File: config.mk
export PLATFORM = sky130hd
export DESIGN_NAME = cp0_timer_intc
export DESIGN_NICKNAME = d
export VERILOG_FILES = /design/src/rtl/cp0_timer_intc.sv
export SDC_FILE = /design/constraint.sdc
export NUM_CORES = 1
export LEC_CHECK = 0
export BUFFER_PORTS_ARGS = -buffer_cell sky130_fd_sc_hd__buf_4
export CAP_MARGIN = 20
export CORE_MARGIN = 3
export CORE_UTILIZATION = 55
export DETAILED_ROUTE_END_ITERATION = 12
export PLACE_DENSITY = 0.81
export SYNTH_ARGS = -nofsm -noshare
export SYNTH_HDL_FRONTEND = slang
export SYNTH_SLANG_ARGS = --single-unit
export TNS_END_PERCENT = 100
File: constraint.sdc
create_clock -name clk -period 2.9 [get_ports clk]
set_clock_uncertainty 0.1 [all_clocks]
set_input_delay 0.435 -clock clk [delete_from_list [all_inputs] [get_ports clk]]
set_output_delay 0.435 -clock clk [all_outputs]
set_load 0.1 [all_outputs]
File: src/rtl/cp0_timer_intc.sv
`default_nettype none
// ============================================================================
// Module   : cp0_timer_intc
// Brief    : CP0 register file with Count/Compare timer, BadVAddr, synchronised
//            external interrupts and interrupt-request generation.
// Revision : 1.0 - initial release
// ============================================================================
module cp0_timer_intc #(
    parameter int NUM_HW_INT  = 6,
    parameter int COUNT_DIV   = 2,
    parameter int SYNC_STAGES = 2
) (
    input  logic                  clk,
    input  logic                  reset,
    input  logic                  mtc0_we,
    input  logic [7:0]            cp0r_addr,
    input  logic [31:0]           c0_wdata,
    input  logic                  wb_ex,
    input  logic                  wb_bd,
    input  logic [4:0]            wb_excode,
    input  logic [31:0]           wb_pc,
    input  logic [31:0]           wb_badvaddr,
    input  logic                  eret_flush,
    input  logic [NUM_HW_INT-1:0] ext_int_in,
    output logic [31:0]           rdata,
    output logic [31:0]           c0_epc,
    output logic                  int_req
);

    localparam int              c_PW        = (COUNT_DIV > 1) ? $clog2(COUNT_DIV) : 1;
    localparam logic [c_PW-1:0] c_PRESC_MAX = c_PW'(COUNT_DIV - 1);
    localparam logic [4:0]      c_REG_BADV  = 5'd8;
    localparam logic [4:0]      c_REG_COUNT = 5'd9;
    localparam logic [4:0]      c_REG_CMP   = 5'd11;
    localparam logic [4:0]      c_REG_STAT  = 5'd12;
    localparam logic [4:0]      c_REG_CAUSE = 5'd13;
    localparam logic [4:0]      c_REG_EPC   = 5'd14;

    logic [4:0]            w_reg;
    logic                  w_sel0;
    logic                  w_mtc0;
    logic                  w_wr_count, w_wr_cmp, w_wr_stat, w_wr_cause, w_wr_epc;
    logic [c_PW-1:0]       r_presc;
    logic [31:0]           r_count;
    logic [31:0]           r_compare;
    logic                  r_inc_d;
    logic                  r_ti;
    logic [NUM_HW_INT-1:0] r_sync [SYNC_STAGES];
    logic [NUM_HW_INT-1:0] r_ip_hw;
    logic [5:0]            w_hw6;
    logic [7:0]            w_ip;
    logic                  r_ie, r_exl, r_bd;
    logic [7:0]            r_im;
    logic [1:0]            r_ip_sw;
    logic [4:0]            r_excode;
    logic [31:0]           r_epc;
    logic [31:0]           r_badvaddr;

    assign w_reg  = cp0r_addr[7:3];
    assign w_sel0 = (cp0r_addr[2:0] == 3'd0);
    // Exception and ERET commits pre-empt a same-cycle MTC0.
    assign w_mtc0     = mtc0_we & ~wb_ex & ~eret_flush & w_sel0;
    assign w_wr_count = w_mtc0 & (w_reg == c_REG_COUNT);
    assign w_wr_cmp   = w_mtc0 & (w_reg == c_REG_CMP);
    assign w_wr_stat  = w_mtc0 & (w_reg == c_REG_STAT);
    assign w_wr_cause = w_mtc0 & (w_reg == c_REG_CAUSE);
    assign w_wr_epc   = w_mtc0 & (w_reg == c_REG_EPC);

    always_ff @(posedge clk) begin
        if (reset) begin
            r_presc <= '0;
            r_count <= '0;
            r_inc_d <= 1'b0;
        end else if (w_wr_count) begin
            r_presc <= '0;
            r_count <= c0_wdata;
            r_inc_d <= 1'b0;
        end else if (r_presc == c_PRESC_MAX) begin
            r_presc <= '0;
            r_count <= r_count + 32'd1;
            r_inc_d <= 1'b1;
        end else begin
            r_presc <= r_presc + c_PW'(1);
            r_inc_d <= 1'b0;
        end
    end

    // TI only rises on the cycle after an increment, so a Count load never sets it.
    always_ff @(posedge clk) begin
        if (reset) begin
            r_compare <= '0;
            r_ti      <= 1'b0;
        end else begin
            if (w_wr_cmp) begin
                r_compare <= c0_wdata;
                r_ti      <= 1'b0;
            end else if (r_inc_d && (r_count == r_compare)) begin
                r_ti <= 1'b1;
            end
        end
    end

    always_ff @(posedge clk) begin
        if (reset) begin
            for (int s = 0; s < SYNC_STAGES; s++) r_sync[s] <= '0;
            r_ip_hw <= '0;
        end else begin
            r_sync[0] <= ext_int_in;
            for (int s = 1; s < SYNC_STAGES; s++) r_sync[s] <= r_sync[s-1];
            r_ip_hw <= r_sync[SYNC_STAGES-1];
        end
    end

    generate
        if (NUM_HW_INT == 6) begin : g_full_hw
            assign w_hw6 = r_ip_hw;
        end else begin : g_part_hw
            assign w_hw6 = {{(6-NUM_HW_INT){1'b0}}, r_ip_hw};
        end
    endgenerate

    assign w_ip = {w_hw6[5] | r_ti, w_hw6[4:0], r_ip_sw};

    always_ff @(posedge clk) begin
        if (reset) begin
            r_ie       <= 1'b0;
            r_exl      <= 1'b0;
            r_im       <= '0;
            r_bd       <= 1'b0;
            r_excode   <= '0;
            r_ip_sw    <= '0;
            r_epc      <= '0;
            r_badvaddr <= '0;
        end else begin
            if (wb_ex) begin
                r_exl    <= 1'b1;
                r_excode <= wb_excode;
                if (!r_exl) begin
                    r_bd  <= wb_bd;
                    r_epc <= wb_bd ? (wb_pc - 32'd4) : wb_pc;
                end
            end else if (eret_flush) begin
                r_exl <= 1'b0;
            end else begin
                if (w_wr_stat) begin
                    r_im  <= c0_wdata[15:8];
                    r_exl <= c0_wdata[1];
                    r_ie  <= c0_wdata[0];
                end
                if (w_wr_cause) r_ip_sw <= c0_wdata[9:8];
                if (w_wr_epc)   r_epc   <= c0_wdata;
            end
            if (wb_ex && ((wb_excode == 5'd4) || (wb_excode == 5'd5)))
                r_badvaddr <= wb_badvaddr;
        end
    end

    always_comb begin
        rdata = '0;
        if (w_sel0) begin
            case (w_reg)
                c_REG_BADV:  rdata = r_badvaddr;
                c_REG_COUNT: rdata = r_count;
                c_REG_CMP:   rdata = r_compare;
                c_REG_STAT:  rdata = {9'b0, 1'b1, 6'b0, r_im, 6'b0, r_exl, r_ie};
                c_REG_CAUSE: rdata = {r_bd, r_ti, 14'b0, w_ip, 1'b0, r_excode, 2'b0};
                c_REG_EPC:   rdata = r_epc;
                default:     rdata = '0;
            endcase
        end
    end

    assign c0_epc  = r_epc;
    assign int_req = r_ie & ~r_exl & (|(w_ip & r_im));

endmodule
`default_nettype wire
Word level (Yosys, flattened, before mapping)
Memory sizes are Yosys's and may differ from the RTL's. A register that Yosys moved wholly into a read port is not among the register bits.
Cells that the tools add are included.
{"block": "totals", "mem_bits_rw": 12, "inputBits": 121, "reg_bits": 149, "word_cells": 78, "mem_count": 1}
{"memory": "r_sync", "words": 2, "word_bits": 6, "read_ports": 2, "rd_ports_with_merged_regs": 1, "wr": 2, "line": "48", "source": "logic [NUM_HW_INT-1:0] r_sync [SYNC_STAGES];"}
{"block": "op_classes", "eq_ne": 11, "addsub": 3, "muxes": 18, "reduce_logical": 15, "bitwise": 17}
{"cell": "two-way mux 32 bit", "count": 8}
{"cell": "one-hot mux 32 bit (6 select lines)", "count": 1}
{"cell": "adder 32 x 1 -> 32 bit (second input constant)", "count": 1}
{"cell": "equality test 32 bit", "count": 1}
{"cell": "subtractor 32 x 3 -> 32 bit (second input constant)", "count": 1}
{"cell": "equality test 5 x 4 -> 1 bit (second input constant)", "count": 6}
{"cell": "two-way mux 6 bit", "count": 2}
{"cell": "AND 1 bit", "count": 10}
{"cell": "equality test 5 x 3 -> 1 bit (second input constant)", "count": 2}
{"cell": "AND reduction 3 bit", "count": 3}
{"cell": "AND 8 bit", "count": 1}
{"cell": "OR reduction 8 bit", "count": 1}
{"cell": "two-way mux 1 bit", "count": 7}
{"cell": "!= test 2 bit (second input constant)", "count": 2}
{"cell": "nonzero test 2 bit", "count": 2}
{"cell": "OR reduction 2 bit", "count": 2}
{"cell": "zero test 3 bit", "count": 1}
{"cell": "inverter 1 bit", "count": 3}
{"cell": "bitwise OR 1 bit", "count": 3}
{"cell": "nonzero test 3 bit", "count": 1}
{"cell": "OR reduction 3 bit", "count": 1}
{"cell": "logical AND 1 bit", "count": 2}
{"cell": "AND reduction 2 bit", "count": 1}
{"cell": "adder 1 bit (second input constant)", "count": 1}
{"cell": "logical OR 1 bit", "count": 1}

Logic depth before layout (Yosys ltp)
{"block": "depth", "ltp_word": 8, "depth_mapped": 8}

Least setup slack after synthesis
Ideal clock, no wire load.
{"block": "synth_timing", "path_type": "input-to-output", "startpoint": "input port cp0r_addr[5]", "endpoint": "output port rdata[12]", "required_time_ps": 2365, "slack_ps": -1157, "arrival_ps": 3522, "cell_stages": 7, "path_cell_list": "clkbuf_1 -> nor3b_2 -> and3_1 -> clkbuf_1 -> clkbuf_1 -> a22oi_1 -> a31oi_1"}
{"block": "synth_via", "elab_chain_len": 3}
{"element": "from (decl)", "line": "16", "source": "input logic [7:0] cp0r_addr,"}
{"element": "equality test 5 x 4 -> 1 bit", "line": "161", "source": "case (w_reg)"}
{"element": "one-hot mux 32 bit (6 select lines) *", "line": "161"}
{"element": "two-way mux 32 bit *", "line": "160", "source": "if (w_sel0) begin"}
{"element": "to (decl)", "line": "25", "source": "output logic [31:0] rdata,"}
Every way passes the cells marked *; elsewhere a longest branch is shown, timed or not.

Worst setup path after layout
{"block": "layout_timing", "startpoint": "register r_count[0]", "endpoint": "output port rdata[0]"}
{"block": "layout_via", "elab_chain_len": 2}
{"element": "from (decl)", "line": "44", "source": "logic [31:0] r_count;"}
{"element": "from (signal assigned)", "line": "76", "source": "r_count <= c0_wdata;"}
{"element": "from (signal assigned)", "line": "80", "source": "r_count <= r_count + 32'd1;"}
{"element": "one-hot mux 32 bit (6 select lines)", "line": "161"}
{"element": "two-way mux 32 bit", "line": "160"}
Every way passes these cells.

==> flow_metrics.env <==
export IMPL_cts_hold_buffers=0
export IMPL_whs_ps=105
export IMPL_grt_max_degree=44
export IMPL_grt_pass1_wl_mm=48.6
export IMPL_cp_max_fo=7
export IMPL_synth_area_top_cells="dfxtp_1 38%, mux2i_1 6.7%, nor2_1 5.4%, xnor2_1 5.4%, nand2_1 5.0%"
export IMPL_crit_path_start_kind="register"
export IMPL_gr_total_overflow=0
export IMPL_core_area_mm2=0.0154
export IMPL_synth_seq_cells=167
export IMPL_yosys_mux_area_fraction_pct=7.24
export IMPL_timing_rr_start="r_count[10]"
export IMPL_grt_pass1_vias=8729
export IMPL_ir_drop_mv=0.473
export IMPL_worst_r2r_path_depth=5
export IMPL_slew_violations=0
export IMPL_yosysSeqAreaShare_pct=38.1
export IMPL_area_growth_pct=30.3
export IMPL_cts_buffers_inserted=17
export IMPL_worst_slack_ps=249
export IMPL_cts_path_max_buffers=2
export IMPL_numClockSinks=167
export IMPL_synth_avg_cell_area_um2=8.26
export IMPL_hp_start="ext_int_in[2]"
export IMPL_slew_headroom_pct=49.4
export IMPL_antenna_found_initial=1
export IMPL_synth_top_cell_by_area="dfxtp_1"
export IMPL_dp_slack_ps=295
export IMPL_routed_wl_mm=31.8
export IMPL_postRouteAntennaNets=0
export IMPL_worstPathRequired_ps=2370
export IMPL_num_antenna_cells=0
export IMPL_synthAdderAreaFrac_pct=0.285
export IMPL_synth_area_mm2=0.00878
export IMPL_io_buffers=185
export IMPL_insertion_delay_ps=440
export IMPL_synthFlopType="dfxtp_1"
export IMPL_p_leak_nw=4.37
export IMPL_synthCells=1064
export IMPL_yosys_area_share_simple_pct=23.1
export IMPL_max_freq_mhz=377
export IMPL_path_class="register to output pin"
export IMPL_die_y_um=132
export IMPL_synth_compound_area_share_pct=18.5
export IMPL_reg2reg_slack_ps=360
export IMPL_crit_arrival_ps=2120
export IMPL_power_density_mw_per_mm2=484
export IMPL_drive_above_1_share_pct=25.6
export IMPL_synth_top_family_by_area="simple AND/OR/NAND/NOR gates"
export IMPL_drt_iter0_markers=1168
export IMPL_min_delay_path_depth=2
export IMPL_status="finished, final reports clean"
export IMPL_maxCapViolCount=0
export IMPL_ios=186
export IMPL_htreeDepth=4
export IMPL_seqCellArea_mm2=0.00334
export IMPL_min_period_ps=2650
export IMPL_viasPerCell=6.31
export IMPL_syn_nets=1187
export IMPL_cts_tree="yes"
export IMPL_cts_setup_buffers=0
export IMPL_drc=0
export IMPL_tightest_slew_ps=751
export IMPL_synth_distinct_cells=63
export IMPL_clockRootBuffer="clkbuf_16"
export IMPL_die_w_um=132
export IMPL_synthArstFlopShare_pct=0
export IMPL_layout_nets=1348
export IMPL_grt_usage_pct=35.3
export IMPL_drtPass1Iterations=6
export IMPL_synth_edf_count=0
export IMPL_dp_hpwl_mm=23.5
export IMPL_post_dp_cell_area_mm2=0.0108
export IMPL_multi_input_area_mm2=0.00545
export IMPL_gp_congestion=0.987
export IMPL_row_count=45
export IMPL_vias=9141
export IMPL_worstReg2RegEnd="r_count[28]"
export IMPL_synth_xor_area_share_pct=8.38
export IMPL_rsz0062_at_grt="no"
export IMPL_hold_viol_final=0
export IMPL_fin_crit_sh_pct=91.4
export IMPL_routedWlPerCell_um=21.9
export IMPL_yosysWarnings=0
export IMPL_synth_top_cell_area_share_pct=38.1
export IMPL_clk_pin_slew_ps=70
export IMPL_initial_core_util_pct=56.9
export IMPL_fp_dieArea_mm2=0.0175
export IMPL_tns_ps=0
export IMPL_fillers=1206
export IMPL_setup_viol=0
export IMPL_whs_endpoint="r_sync[0][2]"
export IMPL_fin_area_mm2=0.0114
export IMPL_hold_path_class="input port to register"
export IMPL_post_cts_resized=0
export IMPL_end_kind="output pin"
report_power, final:
group,internal (mW),switching (mW)
registers,2.35,0.0728
clock network,1.17,1.12
logic,0.268,0.549
area by class of cell:
cell class	count	share of cell area (%)
Clock buffer	17	3.72
Tap cell	211	2.31
Inverter	9	0.295
Sequential cell	167	29.2
Clock inverter	15	1.61
Timing Repair Buffer	230	15.3
Multi-Input combinational cell	800	47.6
Yosys cell counts (3+ instances only):
cell and instances:
and2_1 3, nand2_1 117, o211ai_1 4, a21oi_1 73, nand3_1 29, mux2i_1 59
o22ai_1 5, nor4_1 12, a222oi_1 11, and3_1 4, o21ai_0 17, a31oi_1 15
mux2_2 4, inv_1 9, dfxtp_1 167, nor4b_1 9, nor3_1 18, nor3b_1 6
nand2b_1 4, or3_1 5, xor2_1 30, a22oi_1 50, a311oi_1 9, nor2b_1 24
clkbuf_1 74, o31ai_1 3, buf_1 5, a211oi_1 29, a211o_1 7, nor2_1 126
buf_2 7, xnor2_1 54, nand4_1 29
flip-flops by register name, indices dropped and copies added (netlist names), 2 cells and up:
signal,cells
r_excode,5
c0_epc,32
r_sync,12
r_badvaddr,32
r_ip_hw,6
r_ip_sw,2
r_compare,32
r_im,8
r_count,32
stage by stage:
stage | utilization [%] | cells | total power [mW]
after global routing | 74.2 | 1449 | 5.67
after floorplan | - | 1064 | 2.93
after detailed placement | 70.3 | 1417 | 3.28
final | 74.2 | 1449 | 5.54
after global placement | 70.3 | 1417 | 3.27
after CTS | 74.2 | 1449 | 5.53
worst max-delay path, stage by stage, from the launching register on:
cell and delay [ps]:
dfxtp_1 530, mux2i_1 130, o21ai_0 390, a222oi_1 220, nor2_4 120, buf_4 290
layer usage:
metal | vias to the layer above | routed length, µm | track usage [%]
met5 | - | 13 | 0
met2 | 579 | 14400 | 54.3
met1 | 4302 | 12800 | 47.2
met4 | 2 | 1180 | 15.9
met3 | 91 | 3410 | 8.17
li1 | 4167 | - | -
worst max-delay path by stage:
stage,startpoint,to,slack [ps],cells past startpoint
after global placement,cp0r_addr[5],rdata[30],310,7
after CTS,cp0r_addr[5],rdata[30],280,7
after global routing,cp0r_addr[5],rdata[14],210,7
after detailed placement,cp0r_addr[5],rdata[30],300,7
after floorplan,cp0r_addr[5],rdata[12],-330,7
final,r_count[0],rdata[0],250,5
layout by cell type (no fill, tap or decap), drive strengths merged, types with 4 or more instances in the layout:
master and n:
a211o 7, a211oi 29, a21oi 73, a222oi 11, a22oi 50, a311oi 9
a31oi 15, and2 4, and3 4, buf 230, clkbuf 17, clkinv 9
dfxtp 167, inv 15, mux2 4, mux2i 59, nand2 118, nand2b 4
nand3 29, nand4 29, nor2 126, nor2b 24, nor3 19, nor3b 8
nor4 16, nor4b 9, o211ai 4, o21ai 19, o22ai 5, or3 5
xnor2 54, xor2 30
cell families after synthesis:
kind of cell               Yosys count
xor gates and xnor gates            84
and+or+nand+nor                    410
adders and majority gates            2
DFF                                167
buffers and inverters               97
muxes                               63
AOI/OAI and AO/OA                  241
(Power assumes the default switching activity.)
